**src/rtl/ddr_arbiter.sv**
```systemverilog
// ddr_arbiter: shares one DDR burst port between I-cache reads, D-cache reads
// and D-cache stores, with starvation protection for instruction fetch.
module ddr_arbiter #(
   parameter int DDR_ADDR_WIDTH = 28,
   parameter int DATA_WIDTH     = 16,
   parameter int BURST_LEN      = 16,
   parameter int STARVE_MAX     = 4
) (
   input  logic                      clk,
   input  logic                      rst,
   input  logic                      INSTR_read_req,
   input  logic [DDR_ADDR_WIDTH-1:0] INSTR_read_addr,
   input  logic                      DATA_read_req,
   input  logic [DDR_ADDR_WIDTH-1:0] DATA_read_addr,
   input  logic                      DATA_store_req,
   input  logic [DDR_ADDR_WIDTH-1:0] DATA_write_addr,
   input  logic [DATA_WIDTH-1:0]     DATA_to_ddr,
   output logic [9:0]                rd_cnt_instr,
   output logic [9:0]                rd_cnt_data,
   output logic [DATA_WIDTH-1:0]     INSTR_to_cache,
   output logic [DATA_WIDTH-1:0]     DATA_to_cache,
   output logic                      rd_burst_data_valid_instr,
   output logic                      rd_burst_data_valid_data,
   output logic                      wr_burst_data_req,
   output logic [3:0]                state_interface_module,
   output logic                      rd_burst_req,
   output logic                      wr_burst_req,
   output logic [DDR_ADDR_WIDTH-1:0] rd_burst_addr,
   output logic [DDR_ADDR_WIDTH-1:0] wr_burst_addr,
   output logic [9:0]                rd_burst_len,
   output logic [9:0]                wr_burst_len,
   input  logic [DATA_WIDTH-1:0]     rd_burst_data,
   input  logic                      rd_burst_data_valid,
   input  logic                      rd_burst_finish,
   input  logic                      ddr_wr_data_req,
   output logic [DATA_WIDTH-1:0]     wr_burst_data,
   input  logic                      wr_burst_finish
);

   localparam logic [3:0] S_IDLE = 4'd0;
   localparam logic [3:0] S_RD_I = 4'd7;
   localparam logic [3:0] S_RD_D = 4'd8;
   localparam logic [3:0] S_WR   = 4'd9;
   localparam logic [3:0] S_REL  = 4'd10;

   localparam logic [7:0] STARVE_LIM = 8'(STARVE_MAX);
   localparam logic [9:0] CNT_MAX    = 10'h3FF;

   logic [3:0]                state_q, state_d;
   logic [3:0]                srv_q, srv_d;
   logic [7:0]                starve_q, starve_d, starve_nxt;
   logic                      rd_req_q, rd_req_d;
   logic                      wr_req_q, wr_req_d;
   logic [DDR_ADDR_WIDTH-1:0] rd_addr_q, rd_addr_d;
   logic [DDR_ADDR_WIDTH-1:0] wr_addr_q, wr_addr_d;
   logic [9:0]                cnt_i_q, cnt_i_d;
   logic [9:0]                cnt_d_q, cnt_d_d;
   logic                      instr_win, srv_req;
   logic                      in_rd_i, in_rd_d, in_wr;

   // Instruction wins outright once starved, otherwise only when alone.
   assign instr_win = INSTR_read_req &&
                      (starve_q == STARVE_LIM ||
                       (!DATA_store_req && !DATA_read_req));

   assign starve_nxt = !INSTR_read_req          ? 8'd0     :
                       (starve_q == STARVE_LIM) ? starve_q :
                                                  starve_q + 8'd1;

   assign srv_req = (srv_q == S_RD_I && INSTR_read_req) ||
                    (srv_q == S_RD_D && DATA_read_req)  ||
                    (srv_q == S_WR   && DATA_store_req);

   always_comb begin
      state_d   = state_q;
      srv_d     = srv_q;
      starve_d  = starve_q;
      rd_req_d  = rd_req_q;
      wr_req_d  = wr_req_q;
      rd_addr_d = rd_addr_q;
      wr_addr_d = wr_addr_q;
      cnt_i_d   = cnt_i_q;
      cnt_d_d   = cnt_d_q;
      unique case (state_q)
         S_IDLE: begin
            if (!INSTR_read_req) starve_d = 8'd0;
            if (instr_win) begin
               state_d   = S_RD_I;
               rd_req_d  = 1'b1;
               rd_addr_d = INSTR_read_addr;
               cnt_i_d   = 10'd0;
               starve_d  = 8'd0;
            end else if (DATA_store_req) begin
               state_d   = S_WR;
               wr_req_d  = 1'b1;
               wr_addr_d = DATA_write_addr;
               starve_d  = starve_nxt;
            end else if (DATA_read_req) begin
               state_d   = S_RD_D;
               rd_req_d  = 1'b1;
               rd_addr_d = DATA_read_addr;
               cnt_d_d   = 10'd0;
               starve_d  = starve_nxt;
            end
         end
         S_RD_I: begin
            if (rd_burst_data_valid && cnt_i_q != CNT_MAX)
               cnt_i_d = cnt_i_q + 10'd1;
            if (rd_burst_finish) begin
               state_d  = S_REL;
               srv_d    = state_q;
               rd_req_d = 1'b0;
            end
         end
         S_RD_D: begin
            if (rd_burst_data_valid && cnt_d_q != CNT_MAX)
               cnt_d_d = cnt_d_q + 10'd1;
            if (rd_burst_finish) begin
               state_d  = S_REL;
               srv_d    = state_q;
               rd_req_d = 1'b0;
            end
         end
         S_WR: begin
            if (wr_burst_finish) begin
               state_d  = S_REL;
               srv_d    = state_q;
               wr_req_d = 1'b0;
            end
         end
         S_REL: begin
            // Hold until the served level request drops.
            if (!srv_req) state_d = S_IDLE;
         end
         default: state_d = S_IDLE;
      endcase
   end

   always_ff @(posedge clk or negedge rst) begin
      if (!rst) begin
         state_q   <= S_IDLE;
         srv_q     <= S_IDLE;
         starve_q  <= 8'd0;
         rd_req_q  <= 1'b0;
         wr_req_q  <= 1'b0;
         rd_addr_q <= '0;
         wr_addr_q <= '0;
         cnt_i_q   <= 10'd0;
         cnt_d_q   <= 10'd0;
      end else begin
         state_q   <= state_d;
         srv_q     <= srv_d;
         starve_q  <= starve_d;
         rd_req_q  <= rd_req_d;
         wr_req_q  <= wr_req_d;
         rd_addr_q <= rd_addr_d;
         wr_addr_q <= wr_addr_d;
         cnt_i_q   <= cnt_i_d;
         cnt_d_q   <= cnt_d_d;
      end
   end

   assign in_rd_i = (state_q == S_RD_I);
   assign in_rd_d = (state_q == S_RD_D);
   assign in_wr   = (state_q == S_WR);

   assign state_interface_module    = state_q;
   assign rd_burst_req              = rd_req_q;
   assign wr_burst_req              = wr_req_q;
   assign rd_burst_addr             = rd_addr_q;
   assign wr_burst_addr             = wr_addr_q;
   assign rd_burst_len              = 10'(BURST_LEN);
   assign wr_burst_len              = 10'(BURST_LEN);
   assign rd_cnt_instr              = cnt_i_q;
   assign rd_cnt_data               = cnt_d_q;
   assign INSTR_to_cache            = in_rd_i ? rd_burst_data : '0;
   assign DATA_to_cache             = in_rd_d ? rd_burst_data : '0;
   assign rd_burst_data_valid_instr = in_rd_i & rd_burst_data_valid;
   assign rd_burst_data_valid_data  = in_rd_d & rd_burst_data_valid;
   assign wr_burst_data_req         = in_wr & ddr_wr_data_req;
   assign wr_burst_data             = in_wr ? DATA_to_ddr : '0;

endmodule
```
**config.mk**
```make
export PLATFORM = sky130hd
export DESIGN_NAME = ddr_arbiter
export DESIGN_NICKNAME = d
export VERILOG_FILES = /design/src/rtl/ddr_arbiter.sv
export SDC_FILE = /design/constraint.sdc
export NUM_CORES = 1
export LEC_CHECK = 0
export CORE_ASPECT_RATIO = 0.7
export CORE_MARGIN = 2
export CORE_UTILIZATION = 40
export CTS_CLUSTER_SIZE = 16
export DETAILED_ROUTE_END_ITERATION = 8
export PLACE_DENSITY = 0.81
export RECOVER_POWER = 25
export SLEW_MARGIN = 20
export SYNTH_ARGS = -nofsm -noshare
export SYNTH_HDL_FRONTEND = slang
export SYNTH_SLANG_ARGS = --single-unit
export TNS_END_PERCENT = 1
```
**constraint.sdc**
```tcl
create_clock -name clk -period 3.7 [get_ports clk]
set_clock_uncertainty 0.2 [all_clocks]
set_input_delay 0.74 -clock clk [delete_from_list [all_inputs] [get_ports clk]]
set_output_delay 0.74 -clock clk [all_outputs]
set_load 0.02 [all_outputs]
```
## Word level (Yosys, flattened, before mapping)

Cells that the tools add are included.

- Flip-flop bits (word level): 94
- Input port bits: 125
- Output and inout bits: 153

- $add $sub $neg: 3
- Equal/unequal tests: 25
- Multiplexer cells: 39
- Bitwise gates (word level): 4
- Reductions and logical operators: 29

Operators by type and width:

| cell | number |
|---|---|
| $mux 28 | 3 |
| $mux 10 | 6 |
| $mux 16 | 3 |
| $mux 8 | 6 |
| $pmux 10 s2 | 2 |
| $mux 4 | 8 |
| $add 10x1->10 const B | 2 |
| $eq 4x4->1 const B | 5 |
| $ne 10x10->1 const B | 2 |
| $pmux 4 s4 | 1 |
| $ne 2x2->1 const B | 7 |
| $reduce_and 3->1 | 4 |
| $reduce_and 4->1 | 3 |
| $reduce_bool 2->1 | 6 |
| $add 8x1->8 const B | 1 |
| $eq 4x3->1 const B | 2 |
| $eq 8x3->1 const B | 1 |
| $ne 2x1->1 const B | 4 |
| $pmux 4 s2 | 1 |
| $logic_and 1x1->1 | 7 |
| $mux 1 | 7 |
| $ne 3x3->1 const B | 2 |
| $reduce_and 5->1 | 1 |
| $logic_not 4->1 | 1 |
| 9 further kinds | 15 |

## Depth between registers and ports, before layout

- Word-level depth: 6
- Gate-level depth with buffers: 8

## Least setup slack after synthesis

Ideal clock, no wire load.

- Path kind: register -> output
- From: reg state_q[1], in the netlist state_interface_module[1]
- To: out DATA_to_cache[10]
- Arrival: 1.675 ns
- Required time: 2.760 ns
- Path slack: 1.085 ns
- Cell stages (with the launch flop): 6
- Buffers on the path: 3
- Path through: dfrtp_1 buf_2 nor4b_4 clkbuf_1 clkbuf_1 and2_1

- Word-level cells in the longest chain between the ends: 2

Ends and longest elaborated chain:

| item | RTL line | text |
|---|---|---|
| start, declared | 49 | `logic [3:0] state_q, state_d;` |
| start signal, assigned | 151 | `state_q <= state_d;` |
| $eq 4x4->1 | 164 | `assign in_rd_d = (state_q == S_RD_D);` |
| $mux 16 | 177 | `assign DATA_to_cache = in_rd_d ? rd_burst_data : '0;` |
| end, declared | 21 | `output logic [DATA_WIDTH-1:0] DATA_to_cache,` |

Every way passes these cells.

## Worst setup path after layout

- From: reg state_q[1], in the netlist state_interface_module[1]
- To: out DATA_to_cache[3]

Same word-level chain as after synthesis.

==> metrics.txt <==
outcome=finished with violations; failing checks=max-capacitance violations, max-slew violations; Clock Path Buffers=2; DRT Pass-1 Iters=4; IO Count=278; max incr delay on CP=790 ps; fillers=972; hold-critical path depth=1; clock slew at reported path FFs=70 ps; Arr. time, crit path=~2500 ps; vias in the first global route=around 4.2k; Setup TNS Final=0 ps; Syn Inst Count=437; clk root buf=clkbuf_16; top_reg_cell synth=dfrtp_1; Core Region=12630 um2; Tmin final=3461 ps; CTS sink cnt=94; TritonCTS clock tree=yes; Die Wd=140.9 um; Final Max Tran Viols=38; most frequent cells in the layout=256 x clkdlybuf4s50_1, 94 x dfrtp_1, 57 x mux2_4; largest net degree at the start of global routing=38; Mapped Area=5251 um2; Total Nets Final=822; CTS buffer count=9; via count=4138; sequential cell area=~2400 um2; CP Class=reg2out; post-route ant nets=0; Lkg Pwr=3.538 nW; starting DRC count in detailed routing=roughly 140; routed vias/inst=4.812; slew margin rel.=-32.52%; max cap viols=1; # setup viols final=0; Post-Synthesis Mean Instance Area=12.02 um2; first-pass GRT wire length=22150 um; initial antenna violation count=0; routability cong.=0.9180; register bit count reported by yosys=94; Setup crit start kind=flip-flop; Starting Density=41.56%; worst slew pin tran=1988 ps; gr usage total=between 10% and 20%; crit path max-delay cell type=nor4b_4; die footprint=14080 um2; Critical Path RT=2760 ps; R2R depth=6; DRT Wirelength=14160 um; area of the multi-input gates=2638 um2; Crit. End Element=output port; Post-CTS Hold Buffers=0; number of flops mapped to enable cells by yosys=0; most common cell after layout, fill and taps aside=clkdlybuf4s50_1; Port Buffer Count=257; # DRC=0; crit-path cells=nor4b_4 -> and2_1 -> clkdlybuf4s50_1; Die Y=99.87 um; RSZ-0062 raised after global routing=no; post-synth top area share=between 40% and 50%; synth top area cells=dfrtp_1 45%, mux2_4 16%, mux2_2 6.2%, and2_1 6.0%, buf_4 3.4%; Yosys top cell by area=dfrtp_1; total grt overflow=0; Seq/Total Area, Yosys=44.79%; CTS H-tree lvls=3; WHS=slightly below 300 ps; pwr/cell area=694.5 nW/um2; Max Clk Rate=around 290 MHz; # rows=34; Post-DP HPWL=10890 um; Final Hold Vio Count=0; CP max FO=19; Hold Crit Class=reg2reg; antenna fix cells=0; Async S/R FF share, synth=100.0%; mean routed wirelength per cell=16.46 um; share of layout cells above drive strength 1=17.62%; Synth-to-Final Area Change=55.66%; library cells used by synthesis=60; Worst VDD drop=between 400 and 500 uV; Worst-Skew Late Latency=330 ps; yosys warns=0; Final Cycle Share=between 90% and 100%
## synthesized netlist by cell type (8+ instances only)
library cell  number
nor2_1            28
buf_4             24
mux2_4            57
nor3_1             8
dfrtp_1           94
xnor2_1           11
and2_1            50
mux2_2            29
nand4_1           11
xor2_1             9
nand2_1           13
inv_1             12
## final timing paths
check | startpoint | end | slack, ps
max | state_interface_module[1] | DATA_to_cache[3] | 240
min in group asynchronous | rst | rd_burst_addr[5] | 770
max in group asynchronous | rst | rd_burst_addr[1] | 880
max reg2reg | state_interface_module[1] | srv_q[0] | 790
min | rd_burst_req | rd_burst_req | 290
min reg2reg | rd_burst_req | rd_burst_req | 290
## cells by family after synthesis
logic type	count (synthesis)	share of synthesized area, %
AO/OA/AOI/OAI	34	5.195
XOR/XNOR	20	3.336
adder cells (fa/ha/maj)	4	0.9531
buffers and inverters	51	6.433
flip-flops	94	44.79
multiplexers	88	22.92
other	2	0.1430
AND/OR/NAND/NOR	144	16.23
## what timing repair did
item / in CTS / in global routing
endpoints found under the setup margin: 0 / 1
setup buffers: 0 / 0
hold endpoints to repair: 0 / 0
gates resized for setup: 0 / 1
## sequential cells by signal, indices dropped and copies added (netlist names)
register,flops
rd_cnt_data,10
rd_cnt_instr,10
wr_burst_addr,28
starve_q,8
rd_burst_req,1
state_interface_module,4
srv_q,4
wr_burst_req,1
rd_burst_addr,28
## worst max-delay path, delay by kind of cell (launching register included)
family | cells | cell delay (ps)
AND/OR/NAND/NOR | 2 | 1020
flip-flops | 1 | 540
buffers and inverters | 1 | 630
## metrics by stage
step           std cells  power, mW  setup slack (ps)  utilization, %  cell area (um2)
3_5_place_dp         844      4.765             436.4           62.32             7874
2_1_floorplan        455      3.474              1085               -             5319
6_report             860      5.677             238.7           64.70             8174
4_1_cts              860      5.742             75.09           64.76             8182
3_3_place_gp         844      4.676             536.4           62.32             7874
5_1_grt              860      5.988             99.50           64.70             8174
## cell type report
type	count	area share [%]
multi-input cells	310	32.27
repair buffers	266	32.16
flip-flops and latches	94	28.78
inverters	12	0.5510
clock buffers	11	2.970
clock inverters	5	0.7960
well taps	162	2.480
## layer usage
metal  GRT usage, %  share of wire (%)  vias up
li1               -                  -     2000
met1          26.48                 46     2000
met2          32.42                 48      129
met3          5.248                6.1        9
met4          3.231               0.64        0
met5              0                  0        -
## report_power, final
part	switching, mW	total, mW	internal, mW
registers	0.289	1.71	1.42
logic	1.40	3.03	1.62
clock network	0.390	0.940	0.550
No activity file was read; power rests on OpenSTA's default activity.
